==> src/rtl/xosera_bus_sequencer.sv <==
// Host-side master for the Xosera 8-bit register bus. Each 16-bit command is
// split into MSB then LSB byte cycles with programmable setup/strobe/hold timing.
module xosera_bus_sequencer #(
  parameter int SETUP_CYCLES  = 1,
  parameter int STROBE_CYCLES = 2,
  parameter int HOLD_CYCLES   = 1
) (
  input  logic        clk,
  input  logic        reset_n_i,
  input  logic        cmd_valid_i,
  output logic        cmd_ready_o,
  input  logic        cmd_rd_nwr_i,
  input  logic        cmd_8bit_i,
  input  logic [3:0]  cmd_reg_i,
  input  logic [15:0] cmd_data_i,
  output logic        rsp_valid_o,
  output logic [15:0] rsp_data_o,
  output logic        busy_o,
  output logic        bus_cs_n_o,
  output logic        bus_rd_nwr_o,
  output logic [3:0]  bus_reg_num_o,
  output logic        bus_bytesel_o,
  output logic [7:0]  bus_data_o,
  input  logic [7:0]  bus_data_i
);

  localparam int MAXP = (SETUP_CYCLES > STROBE_CYCLES) ?
                        ((SETUP_CYCLES > HOLD_CYCLES) ? SETUP_CYCLES : HOLD_CYCLES) :
                        ((STROBE_CYCLES > HOLD_CYCLES) ? STROBE_CYCLES : HOLD_CYCLES);
  localparam int CW = (MAXP < 1) ? 1 : $clog2(MAXP + 1);

  typedef enum logic [1:0] {S_IDLE, S_SETUP, S_STROBE, S_HOLD} state_t;

  state_t        r_state;
  state_t        w_next;
  logic [CW-1:0] r_cnt;
  logic          w_cnt_done;
  logic          r_idx;
  logic          r_rd_nwr;
  logic [15:0]   r_data;
  logic [7:0]    r_msb;
  logic [7:0]    r_lsb;
  logic          r_rsp_valid;
  logic [15:0]   r_rsp_data;
  logic          r_cs_n;
  logic          r_bus_rd_nwr;
  logic [3:0]    r_bus_reg;
  logic          r_bus_bytesel;
  logic [7:0]    r_bus_data;

  assign w_cnt_done = (r_cnt == '0);

  always_comb begin
    w_next = r_state;
    case (r_state)
      S_IDLE:   if (cmd_valid_i) w_next = S_SETUP;
      S_SETUP:  if (w_cnt_done) w_next = S_STROBE;
      S_STROBE: if (w_cnt_done) w_next = S_HOLD;
      S_HOLD:   if (w_cnt_done) w_next = r_idx ? S_IDLE : S_SETUP;
      default:  w_next = S_IDLE;
    endcase
  end

  // Bus outputs are registered and only change on state transitions, so
  // address/data move exclusively at SETUP entry while cs_n is high.
  always_ff @(posedge clk or negedge reset_n_i) begin
    if (!reset_n_i) begin
      r_state       <= S_IDLE;
      r_cnt         <= '0;
      r_idx         <= 1'b0;
      r_rd_nwr      <= 1'b1;
      r_data        <= '0;
      r_msb         <= '0;
      r_lsb         <= '0;
      r_rsp_valid   <= 1'b0;
      r_rsp_data    <= '0;
      r_cs_n        <= 1'b1;
      r_bus_rd_nwr  <= 1'b1;
      r_bus_reg     <= '0;
      r_bus_bytesel <= 1'b0;
      r_bus_data    <= '0;
    end else begin
      r_state     <= w_next;
      r_rsp_valid <= 1'b0;

      if (w_next != r_state) begin
        case (w_next)
          S_SETUP:  r_cnt <= CW'(SETUP_CYCLES - 1);
          S_STROBE: r_cnt <= CW'(STROBE_CYCLES - 1);
          S_HOLD:   r_cnt <= CW'(HOLD_CYCLES - 1);
          default:  r_cnt <= '0;
        endcase
      end else if (!w_cnt_done) begin
        r_cnt <= r_cnt - 1'b1;
      end

      case (r_state)
        S_IDLE: if (cmd_valid_i) begin
          r_idx         <= cmd_8bit_i;
          r_rd_nwr      <= cmd_rd_nwr_i;
          r_data        <= cmd_data_i;
          r_msb         <= '0;
          r_bus_reg     <= cmd_reg_i;
          r_bus_rd_nwr  <= cmd_rd_nwr_i;
          r_bus_bytesel <= cmd_8bit_i;
          r_bus_data    <= cmd_8bit_i ? cmd_data_i[7:0] : cmd_data_i[15:8];
        end
        S_SETUP: if (w_cnt_done) r_cs_n <= 1'b0;
        S_STROBE: if (w_cnt_done) begin
          r_cs_n <= 1'b1;
          if (r_rd_nwr) begin
            if (r_idx) r_lsb <= bus_data_i;
            else       r_msb <= bus_data_i;
          end
        end
        S_HOLD: if (w_cnt_done) begin
          if (!r_idx) begin
            r_idx         <= 1'b1;
            r_bus_bytesel <= 1'b1;
            r_bus_data    <= r_data[7:0];
          end else begin
            r_rsp_valid  <= 1'b1;
            r_bus_rd_nwr <= 1'b1;
            if (r_rd_nwr) r_rsp_data <= {r_msb, r_lsb};
          end
        end
        default: ;
      endcase
    end
  end

  assign cmd_ready_o   = (r_state == S_IDLE);
  assign busy_o        = (r_state != S_IDLE);
  assign rsp_valid_o   = r_rsp_valid;
  assign rsp_data_o    = r_rsp_data;
  assign bus_cs_n_o    = r_cs_n;
  assign bus_rd_nwr_o  = r_bus_rd_nwr;
  assign bus_reg_num_o = r_bus_reg;
  assign bus_bytesel_o = r_bus_bytesel;
  assign bus_data_o    = r_bus_data;

endmodule

==> config.mk <==
export PLATFORM = sky130hd
export DESIGN_NAME = xosera_bus_sequencer
export DESIGN_NICKNAME = d
export VERILOG_FILES = /design/src/rtl/xosera_bus_sequencer.sv
export SDC_FILE = /design/constraint.sdc
export NUM_CORES = 1
export LEC_CHECK = 0
export ABC_CLOCK_PERIOD_IN_PS = 2100
export CELL_PAD_IN_SITES_DETAIL_PLACEMENT = 0
export CELL_PAD_IN_SITES_GLOBAL_PLACEMENT = 2
export CORE_ASPECT_RATIO = 1.75
export CORE_UTILIZATION = 32
export CTS_CLUSTER_SIZE = 10
export DETAILED_ROUTE_END_ITERATION = 8
export PLACE_DENSITY_LB_ADDON = 0.1
export SETUP_SLACK_MARGIN = 0.3
export SLEW_MARGIN = 10
export SYNTH_ARGS = -nofsm -noshare
export SYNTH_HDL_FRONTEND = slang
export SYNTH_SLANG_ARGS = --single-unit
==> constraint.sdc <==
create_clock -name clk -period 2.1 [get_ports clk]
set_input_delay 0.42 -clock clk [delete_from_list [all_inputs] [get_ports clk]]
set_output_delay 0.42 -clock clk [all_outputs]
set_load 0.005 [all_outputs]
Word-level counts from Yosys, hierarchy flattened
Index checks and enable logic that the tools add are counted.
{"block": "word_totals", "ff_bits": 62, "input_bits": 33, "out_inout_bits": 34, "word_cells": 77}
{"block": "op_classes", "n_addsub": 1, "eq_ne": 14, "n_mux": 34, "n_reduce_logical": 14}
{"op": "2-to-1 mux 8 bit", "n": 8}
{"op": "one-hot mux 8 bit (2 select lines)", "n": 2}
{"op": "inequality test 2 bit, second input constant", "n": 8}
{"op": "AND reduction 4 bit", "n": 4}
{"op": "2-to-1 mux 1 bit", "n": 13}
{"op": "2-to-1 mux 2 bit", "n": 6}
{"op": "one-hot mux 1 bit (2 select lines)", "n": 4}
{"op": "one-hot mux 2 bit (4 select lines)", "n": 1}
{"op": "nonzero test 2 bit", "n": 4}
{"op": "equality test 2 bit, second input constant", "n": 3}
{"op": "AND reduction 3 bit", "n": 2}
{"op": "AND reduction 5 bit", "n": 1}
{"op": "logical NOT 2 bit", "n": 2}
{"op": "equality test 2 x 1 -> 1 bit, second input constant", "n": 1}
{"op": "inequality test 2 x 1 -> 1 bit, second input constant", "n": 1}
{"op": "inequality test 2 bit", "n": 1}
{"op": "AND reduction 2 bit", "n": 1}
{"op": "subtractor 2 x 1 -> 2 bit, second input constant", "n": 1}

Logic depth before layout (Yosys ltp)
{"block": "depth", "ltp_word": 6, "mapped_depth": 8, "depth_no_buf": 6}

Least setup slack after synthesis
Ideal clock, no wire load.
{"block": "synth_timing", "kind": "reg2reg", "start": "reg r_cnt[0]", "end": "reg r_bus_data[0], in the netlist bus_data_o[0]", "setup_time_ps": 125, "arrival_ps": 1508, "required_ps": 1975, "path_slack_ps": 467, "stages_incl_launch_ff": 9, "n_path_buf": 2, "synth_period_minus_slack_ps": 1633, "path_cell_list": "dfrtp_1 -> inv_1 -> ha_1 -> buf_2 -> nand2_1 -> nor2_1 -> a21o_1 -> buf_4 -> mux2_2"}
{"block": "synth_between", "elab_chain_len": 3}
{"item": "from (decl)", "line_no": "36", "source": "logic [CW-1:0] r_cnt;"}
{"item": "from (signal assigned)", "line_no": "88", "source": "S_SETUP: r_cnt <= CW'(SETUP_CYCLES - 1);"}
{"item": "from (signal assigned)", "line_no": "89", "source": "S_STROBE: r_cnt <= CW'(STROBE_CYCLES - 1);"}
{"item": "from (signal assigned)", "line_no": "90", "source": "S_HOLD: r_cnt <= CW'(HOLD_CYCLES - 1);"}
{"item": "logical NOT 2 bit", "line_no": "51", "source": "assign w_cnt_done = (r_cnt == '0);"}
{"item": "inequality test 2 bit (no line)"}
{"item": "AND reduction 4 bit (no line)"}
{"item": "to (signal assigned)", "line_no": "106", "source": "r_bus_data <= cmd_8bit_i ? cmd_data_i[7:0] : cmd_data_i[15:8];"}
{"item": "to (signal assigned)", "line_no": "120", "source": "r_bus_data <= r_data[7:0];"}
{"item": "to (decl)", "line_no": "49", "source": "logic [7:0] r_bus_data;"}
No other way between the ends.
A chain may end at the register's enable or synchronous reset.

Worst setup path in the final report
{"block": "layout_timing", "start": "reg r_cnt[0]", "end": "reg r_rsp_data[5], in the netlist rsp_data_o[5]"}
{"block": "layout_between", "elab_chain_len": 2}
{"item": "logical NOT 2 bit", "line_no": "51"}
{"item": "AND reduction 4 bit (no line)"}
{"item": "to (signal assigned)", "line_no": "124", "source": "if (r_rd_nwr) r_rsp_data <= {r_msb, r_lsb};"}
{"item": "to (decl)", "line_no": "44", "source": "logic [15:0] r_rsp_data;"}
No other way between the ends.

==> impl_metrics.tcl <==
set metrics [dict create \
    worstHoldPathType "in2async" \
    row_count 44 \
    cp_cell_sequence "inv_1 -> ha_2 -> nand2_1 -> nor3_4 -> nand2_8 -> mux2_4" \
    fin_setup_tns_ns 0 \
    area_growth_pct 40.7 \
    reg2reg_to "rsp_data_o[5]$_DFFE_PN0P_" \
    track_usage 0.151 \
    dpl.hpwl_um 4160 \
    clkSlewWorstSetupHoldPaths_ns 0.05 \
    cellPowerDensity_mw_per_mm2 1490 \
    path_buf_inv 1 \
    cts_sinks 62 \
    initial_core_util 0.330 \
    final_common_cell "clkdlybuf4s50_1" \
    core_area_mm2 0.00826 \
    worstPathArrival_ns 1.89 \
    finalCritPeriodShare 0.800 \
    period_minus_slack_ns 1.68 \
    timing.rr.start "r_cnt[0]$_DFFE_PN0P_" \
    drive_gt1_frac 0.301 \
    diodes 0 \
    firstDrtPassIters 4 \
    synth-seq-cells 62 \
    worst_pin_slew_ns 0.504 \
    final.setup_skew_ns 0.00601 \
    final_nets 322 \
    cts_buffer_depth 2 \
    status "finished, final reports clean" \
    hold_viol_final 0 \
    reg2reg_depth 6 \
    synthAdderAreaFrac 0.00917 \
    h-tree-depth 3 \
    die_y_um 124 \
    final_cell_mix "clkdlybuf4s50_1 (61), dfrtp_1 (57), mux2_2 (34)" \
    ys_types 35 \
    path_class "reg2reg" \
    gp_congestion 0.704 \
    yosysSeqAreaShare 0.570 \
    yosysWarningCount 0 \
    cts_buffers 9 \
    irDropWorstVdd_mv 0.565 \
    cts_tree "built" \
    cpPeakStageDelay_ns 0.39 \
    ios 67 \
    overflow 0 \
    avgViaCountPerCell 4.79 \
    ant_nets 0 \
    fmax_mhz 595 \
    drc_errors 0 \
    io_buffers 66 \
    cp-end-kind "flip-flop" \
    setup-violations-final 0 \
    drv_slew 0 \
    synthSimpleGateAreaFrac 0.0798 \
    synthCells 211 \
    wl_per_cell_um 15.4 \
    syn_area_per_cell_um2 12.9 \
    cts-root-buf "clkbuf_16" \
    cts_hold_buf 0 \
    drt_iter0_drc 99 \
    leakage_nw 1.70 \
    clkLatencyLatePin_ns 0.33 \
    synth-xor-area-share 0.00642 \
    slew_headroom 0.664 \
    reg2reg_slack_ns 0.42 \
    crit_family "simple AND/OR/NAND/NOR gates" \
    rsz0062_at_grt "false" \
    post-place-cells 365 \
    synth_top_family_by_area "multiplexers" \
    start_kind "flip-flop" \
    grt_pass1_vias 1927 \
    crit_path_max_fanout 16 \
    dieArea_mm2 0.00891 \
    post_synth_mux_area_share 0.228 \
    grt_antenna_before_repair 0 \
    syn-num-nets 246 \
    grt_first_pass_wirelength_um 9730 \
    syn-cell-area_mm2 0.00273 \
    final_cell_count_no_fill 384 \
    drv_cap 0 \
    required_ns 2.31 \
    synth-compound-area-share 0.0729 \
    wirelength_um 5920 \
    die_x_um 71.8 \
    grt_start_max_net_pins 44 \
    num_vias 1840 \
    worst_path_max_delay_cell "dfrtp_1" \
]
area by class of cell:
cell class	count	area (um2)
clock inverters	5	33.8
inverters	5	18.8
well taps	92	115
multi-input cells	133	1110
repair buffers	76	749
clock buffers	11	253
fillers	787	4420
flip-flops and latches	62	1560
how the worst max path moves through the flow:
| stage | startpoint | end | slack (ns) | depth (start not counted) |
|---|---|---|---|---|
| floorplan | r_cnt[0]$_DFFE_PN0P_ | bus_data_o[0]$_DFFE_PN0P_ | 0.47 | 8 |
| global placement | cmd_valid_i | bus_data_o[4]$_DFFE_PN0P_ | 0.12 | 5 |
| detailed placement | cmd_valid_i | bus_data_o[7]$_DFFE_PN0P_ | 0.08 | 5 |
| CTS | r_state[1]$_DFF_PN0_ | cmd_ready_o | 0.31 | 2 |
| global route | r_cnt[0]$_DFFE_PN0P_ | rsp_data_o[8]$_DFFE_PN0P_ | 0.31 | 6 |
| finish | r_cnt[0]$_DFFE_PN0P_ | rsp_data_o[5]$_DFFE_PN0P_ | 0.42 | 6 |
kinds of logic after synthesis:
family | Yosys count
flip-flops | 62
multiplexers | 53
AND/OR/NAND/NOR | 42
AO/OA/AOI/OAI | 34
buffers and inverters | 16
XOR/XNOR | 2
adder cells (fa/ha/maj) | 2
per-layer routing:
layer | vias to the layer above | track usage | share of wire
met3 | 9 | 0.0405 | 0.046
met1 | 884 | 0.168 | 0.40
li1 | 888 | - | -
met5 | - | 0 | 0
met4 | 0 | 0.0882 | 0.026
met2 | 59 | 0.258 | 0.53
worst register-to-register path, cell delays in order (launching register included):
cell	delay [ns]
dfrtp_1	0.39
inv_1	0.09
ha_2	0.23
nand2_1	0.11
nor3_4	0.25
nand2_8	0.17
mux2_4	0.33
power breakdown:
part | internal [mW] | total (mW) | switching, mW
logic | 1.33 | 2.24 | 0.905
registers | 1.77 | 2.09 | 0.321
clock network | 0.858 | 1.38 | 0.520
what timing repair did:
item | 4_1_cts | 5_1_grt
setup endpoints to repair | 3 | 35
pin swaps | 0 | 0
gates cloned | 0 | 0
gates resized for setup | 4 | 8
buffers inserted | 2 | 1
registers in the layout, indices dropped and copies added, names as in the netlist:
register	cells
rsp_valid_o	1
bus_rd_nwr_o	1
r_cnt	2
r_data	8
bus_bytesel_o	1
r_rd_nwr	1
rsp_data_o	16
bus_cs_n_o	1
bus_reg_num_o	4
r_state	2
r_idx	1
r_lsb	8
r_msb	8
bus_data_o	8
metrics by stage:
step	power [mW]	area [um2]	setup WS [ns]	hold slack (ns)	utilization
6_report	5.71	3840	0.419	0.0611	0.465
3_3_place_gp	4.26	3490	0.116	0.416	0.423
3_5_place_dp	4.30	3490	0.0751	0.419	0.423
5_1_grt	6.11	3840	0.313	0.0872	0.465
4_1_cts	5.77	3800	0.306	0.0677	0.460
2_1_floorplan	3.34	2730	0.467	0.124	-
synthesized netlist by cell type:
| library cell | count | area, um2 |
|---|---|---|
| nor2_2 | 1 | 6.26 |
| nand4_2 | 1 | 12.5 |
| nor2_1 | 4 | 15.0 |
| buf_4 | 2 | 15.0 |
| inv_2 | 2 | 7.51 |
| mux2i_1 | 9 | 90.1 |
| a2bb2oi_1 | 1 | 8.76 |
| a21o_1 | 1 | 7.51 |
| nor3_4 | 1 | 16.3 |
| nand2_4 | 1 | 11.3 |
| ha_1 | 2 | 25.0 |
| nor2_4 | 1 | 11.3 |
| mux2_2 | 34 | 383 |
| a311o_1 | 1 | 10.0 |
| inv_1 | 3 | 11.3 |
| dfrtp_1 | 59 | 1480 |
| o32ai_1 | 1 | 8.76 |
| a22oi_1 | 1 | 7.51 |
| o32a_1 | 1 | 10.0 |
| clkbuf_1 | 1 | 3.75 |
| and4b_1 | 1 | 10.0 |
| nand2b_4 | 1 | 13.8 |
| buf_6 | 2 | 22.5 |
| o22ai_1 | 1 | 6.26 |
| buf_2 | 6 | 30.0 |
| o21ai_0 | 20 | 100 |
| a31oi_1 | 1 | 6.26 |
| o21ai_2 | 1 | 8.76 |
| dfstp_2 | 3 | 78.8 |
| mux2_4 | 10 | 150 |
| nor2b_1 | 1 | 6.26 |
| and2_1 | 1 | 6.26 |
| xnor2_1 | 2 | 17.5 |
| a21oi_1 | 5 | 25.0 |
| nand2_1 | 29 | 109 |
No activity file was read; power rests on OpenSTA's default activity.
==> edit 1 (config.mk and constraints unchanged) <==
Change the parameter `STROBE_CYCLES` from 2 to 1.
--- a/src/rtl/xosera_bus_sequencer.sv
+++ b/src/rtl/xosera_bus_sequencer.sv
@@ -2,7 +2,7 @@
 // split into MSB then LSB byte cycles with programmable setup/strobe/hold timing.
 module xosera_bus_sequencer #(
   parameter int SETUP_CYCLES  = 1,
-  parameter int STROBE_CYCLES = 2,
+  parameter int STROBE_CYCLES = 1,
   parameter int HOLD_CYCLES   = 1
 ) (
   input  logic        clk,
Formal check against the unedited RTL: not equivalent (a bounded check fails within 4 cycles, from zero or initial values and one cycle with reset_n_i low).
==> edit 1 against the unedited design <==
- count of clock-buffer cells in the layout up 2
- core utilization increased by 1.8 points
- sequential cell count decreased by 2
- critical path depth is 1 lower
- final cell count is 3.4% lower
- critical endpoint is now busy_o
- non-clock buffer count increased by 4
- design area fell by 4.2%
- sequential power shrank 5%
- largest cell class unchanged
- total power down 1.1%
- wire length decreased by 4.9%
- worst setup slack worse by 99 ps
- area after synthesis shrank 7.6%
==> edit 1: results <==
set metrics [dict create \
    synth_cell_type_count 24 \
    post-place-cells 350 \
    status "complete, no violations" \
    dr.pass1.iters 3 \
    viasPerCell 4.71 \
    drt_iter0_markers 41 \
    grt_first_pass_wirelength_um 9320 \
    avgSynthCellArea_um2 12.9 \
    crit_arrival_ps 1360 \
    post_drt_wl_per_cell_um 15.2 \
    cts_made_buffers 9 \
    r2r_slack_ps 380 \
    synth_common_cells "dfrtp_1 (57), mux2_2 (30), nand2_1 (27), mux2i_1 (16), inv_1 (13)" \
    critPathMaxFanout 5 \
    layout-drive-gt1-share_pct 27.2 \
    grt_pass1_vias 1830 \
    synth.area.top_cells "dfrtp_1 (57%), mux2_2 (13%), mux2i_1 (6.4%)" \
    ir_drop_mv 0.567 \
    worstReg2RegStart "r_state[1]" \
    worst_pin_slew_ps 442 \
    fin_cells 371 \
    nNetsFinal 315 \
    portBuffers 66 \
    track_usage_pct 15.1 \
    synthArstFlopShare_pct 100 \
    fin_skew_ps 3.02 \
    fillers 716 \
    switching_share_pct 28.9 \
    place_hpwl_um 3970 \
]
edit 1: cell types whose count changed after synthesis, sizes merged, moves of 4 or more:
cell	delta
mux2i	+7
o21ai	-12
inv	+8
o221a	+8
mux2	-14
buf	-4
edit 1: kinds of logic (layout without fill, tap and decap cells):
| kind of cell | count (synthesis) | in the layout | share of synthesized area, % |
|---|---|---|---|
| AND/OR/NAND/NOR | 38 | 38 | 6.75 |
| adder cells (fa/ha/maj) | 3 | 3 | 1.49 |
| AO/OA/AOI/OAI | 28 | 28 | 8.68 |
| flip-flops | 60 | 60 | 59.7 |
| multiplexers | 46 | 46 | 19.8 |
| buffers and inverters | 21 | 108 | 3.62 |
edit 1: cell type report:
class	instances	share of cell area [%]
well taps	88	3.00
clock buffers	13	6.81
flip-flops and latches	60	41.0
multi-input cells	115	25.9
repair buffers	80	21.0
clock inverters	2	0.953
inverters	13	1.33
edit 1: how the worst max path moves through the flow:
stage / startpoint / endpoint / slack [ps] / cells after the start
4_1_cts: r_state[1] / busy_o / 260 / 5
6_report: r_state[0] / busy_o / 320 / 5
2_1_floorplan: r_state[0] / bus_reg_num_o[3] / 470 / 6
5_1_grt: r_state[0] / busy_o / 270 / 5
3_3_place_gp: cmd_valid_i / bus_data_o[4] / 130 / 4
3_5_place_dp: cmd_valid_i / bus_data_o[1] / 80 / 4
edit 1: repair_timing:
| action | 4_1_cts | 5_1_grt |
|---|---|---|
| pin swaps | 2 | 1 |
| resized for setup | 8 | 4 |
| setup buffers | 5 | 1 |
| setup endpoints to repair | 12 | 24 |
edit 1: worst max-delay path: cells and delay by family (launching register included):
family     cells  cell delay (ps)
fa+ha+maj      1              150
buf+inv        4              510
flops          1              390
edit 1: layer usage:
layer | vias up | wire, µm | global-route usage (%)
li1 | 844 | - | -
met2 | 46 | 3030 | 26.1
met3 | 12 | 189 | 3.13
met5 | - | 0 | 0
met1 | 846 | 2230 | 16.4
met4 | 0 | 178 | 10.3
edit 1: power by group through the flow:
stage / Sequential [mW] / Combinational (mW) / Clock [mW]
6_report: 1.98 / 2.25 / 1.41
5_1_grt: 2.05 / 2.46 / 1.51
4_1_cts: 1.99 / 2.24 / 1.46
3_5_place_dp: 2.00 / 2.13 / 0
3_3_place_gp: 2.00 / 2.09 / 0
2_1_floorplan: 1.96 / 1.15 / 0
edit 1: per-stage QoR:
step / utilization, % / area (µm²) / hold WS (ps) / worst slack [ps]
6_report: 48.2 / 3670 / 37.7 / 320
3_3_place_gp: 43.5 / 3320 / 389 / 133
5_1_grt: 48.2 / 3670 / 67.6 / 267
2_1_floorplan: - / 2520 / 124 / 468
3_5_place_dp: 43.5 / 3320 / 391 / 77.7
4_1_cts: 48.0 / 3660 / 40.7 / 256
==> edit 2 (config.mk and constraints unchanged) <==
Without the edit above. The 4 states of `state_t` get a one-hot encoding in 4 bits.
--- a/src/rtl/xosera_bus_sequencer.sv
+++ b/src/rtl/xosera_bus_sequencer.sv
@@ -29,7 +29,7 @@
                         ((STROBE_CYCLES > HOLD_CYCLES) ? STROBE_CYCLES : HOLD_CYCLES);
   localparam int CW = (MAXP < 1) ? 1 : $clog2(MAXP + 1);
 
-  typedef enum logic [1:0] {S_IDLE, S_SETUP, S_STROBE, S_HOLD} state_t;
+  typedef enum logic [3:0] {S_IDLE = 4'b0001, S_SETUP = 4'b0010, S_STROBE = 4'b0100, S_HOLD = 4'b1000} state_t;
 
   state_t        r_state;
   state_t        w_next;
Function: no difference found for any inputs over 10 cycles, from zero or initial values and one cycle with reset_n_i low; not proved beyond that.
==> edit 2 against the unedited design <==
- clock skew shrank 1.4 ps
- critical path type unchanged
- non-clock buffer count grew 26
- sequential cell count grew 2
- worst setup slack lost 210 ps
- largest power group unchanged
- design area grew 13%
- fmax shrank 11%
- area after synthesis grew 4.9%
- total power shrank 8.3%
- core utilization grew 3.5 points
- wire length grew 23%
- clock power grew 8%
- first-iteration DRC count shrank 33%
==> edit 2: results <==
set metrics [dict create \
    fp.dieW_um 73.5 \
    grt_first_pass_wirelength_um 11600 \
    grt_max_degree 24 \
    place_hpwl_um 4890 \
    critPathMaxFanout 8 \
    path_clk_slew_ps 50 \
    track_usage_pct 17.0 \
    post-route-cell-area_um2 4340 \
    worst_pin_slew_ps 693 \
    dpl_worst_slack_ps 145 \
    cts_setup_buffers 12 \
    drt_iter0_markers 66 \
    clk_latency_ps 320 \
    fin_skew_ps 4.61 \
    synth_cell_type_count 36 \
    status "complete, no violations" \
    hold_slack_ps 106 \
    cts_made_buffers 9 \
    worstReg2RegStart "r_state[0]" \
    r2r_slack_ps 210 \
    wl_um 7280 \
    crit_arrival_ps 2100 \
    layout-drive-gt1-share_pct 27.8 \
    ir_drop_mv 0.543 \
    diodes 0 \
    fillers 861 \
    synth_common_cells "nand2_1 (80), dfrtp_1 (60), o21ai_0 (38), mux2_2 (14), mux2_4 (10)" \
    portBuffers 66 \
    r2r_cells 5 \
    gp_congestion 0.849 \
    p_leak_nw 2.01 \
    ys_seq_area_share_pct 56.2 \
    post_drt_wl_per_cell_um 14.7 \
    post-place-cells 453 \
    avgSynthCellArea_um2 10.6 \
    place_area_um2 3730 \
    nNetsFinal 408 \
    cts_resized 22 \
    grt_pass1_vias 2283 \
    rr_endpoint "rsp_data_o[11]" \
    cp-startpoint "r_state[0]" \
    synth_fp_nets 306 \
    synth.area.top_cells "dfrtp_1 (52%), nand2_1 (10%), o21ai_0 (6.6%)" \
    htree_levels 3 \
]
edit 2: cell count changes after synthesis, sizes merged, moves of 3 or more:
cell and change:
mux2 -20, nor2 +4, clkbuf +5, nand3b +3, nand2 +51, o21ai +17
edit 2: layout make-up:
class / count / area share (%)
clock buffer: 13 / 6.00
clock inverter: 3 / 0.923
inverter: 6 / 0.519
multi-input combinational: 190 / 29.4
sequential: 64 / 37.1
tap: 117 / 3.38
timing repair buffer: 102 / 22.7
edit 2: worst max path at each step:
stage                                end  slack (ps)  depth (start not counted)
final                     rsp_data_o[11]         210                          5
after global routing      rsp_data_o[10]         140                          5
after floorplan           rsp_data_o[10]         310                          6
after global placement          r_cnt[0]         150                          5
after CTS                 rsp_data_o[11]         160                          5
after detailed placement        r_cnt[0]         140                          5
edit 2: critical path, stage by stage (launching register included):
cell and delay [ps]:
dfstp_2 370, buf_6 120, or4b_4 580, nor2_4 230
nand2_4 150, mux2_4 320
edit 2: kinds of logic (layout without fill, tap and decap cells):
group	count (synthesis)	in the layout	synth area share (%)
AOI/OAI and AO/OA	49	49	9.58
xor gates and xnor gates	1	1	0.306
adders and majority gates	2	2	0.875
buffers and inverters	21	124	3.50
DFF	64	64	56.2
muxes	32	32	13.6
and+or+nand+nor	102	106	16.0
edit 2: routing by layer:
metal | routed length, µm | GRT usage (%) | vias to the layer above
met5 | 0 | 0 | -
met4 | 172 | 8.71 | 0
met3 | 277 | 4.42 | 10
met2 | 4020 | 29.6 | 60
met1 | 2810 | 18.4 | 1082
li1 | - | - | 1126
edit 2: power by group:
part | total, mW | internal (mW) | leakage (nW) | switching [mW]
sequential | 1.86 | 1.62 | 0.819 | 0.242
combinational | 1.88 | 0.976 | 1.05 | 0.904
clock | 1.49 | 0.979 | 0.150 | 0.508
total | 5.23 | 3.58 | 2.01 | 1.65
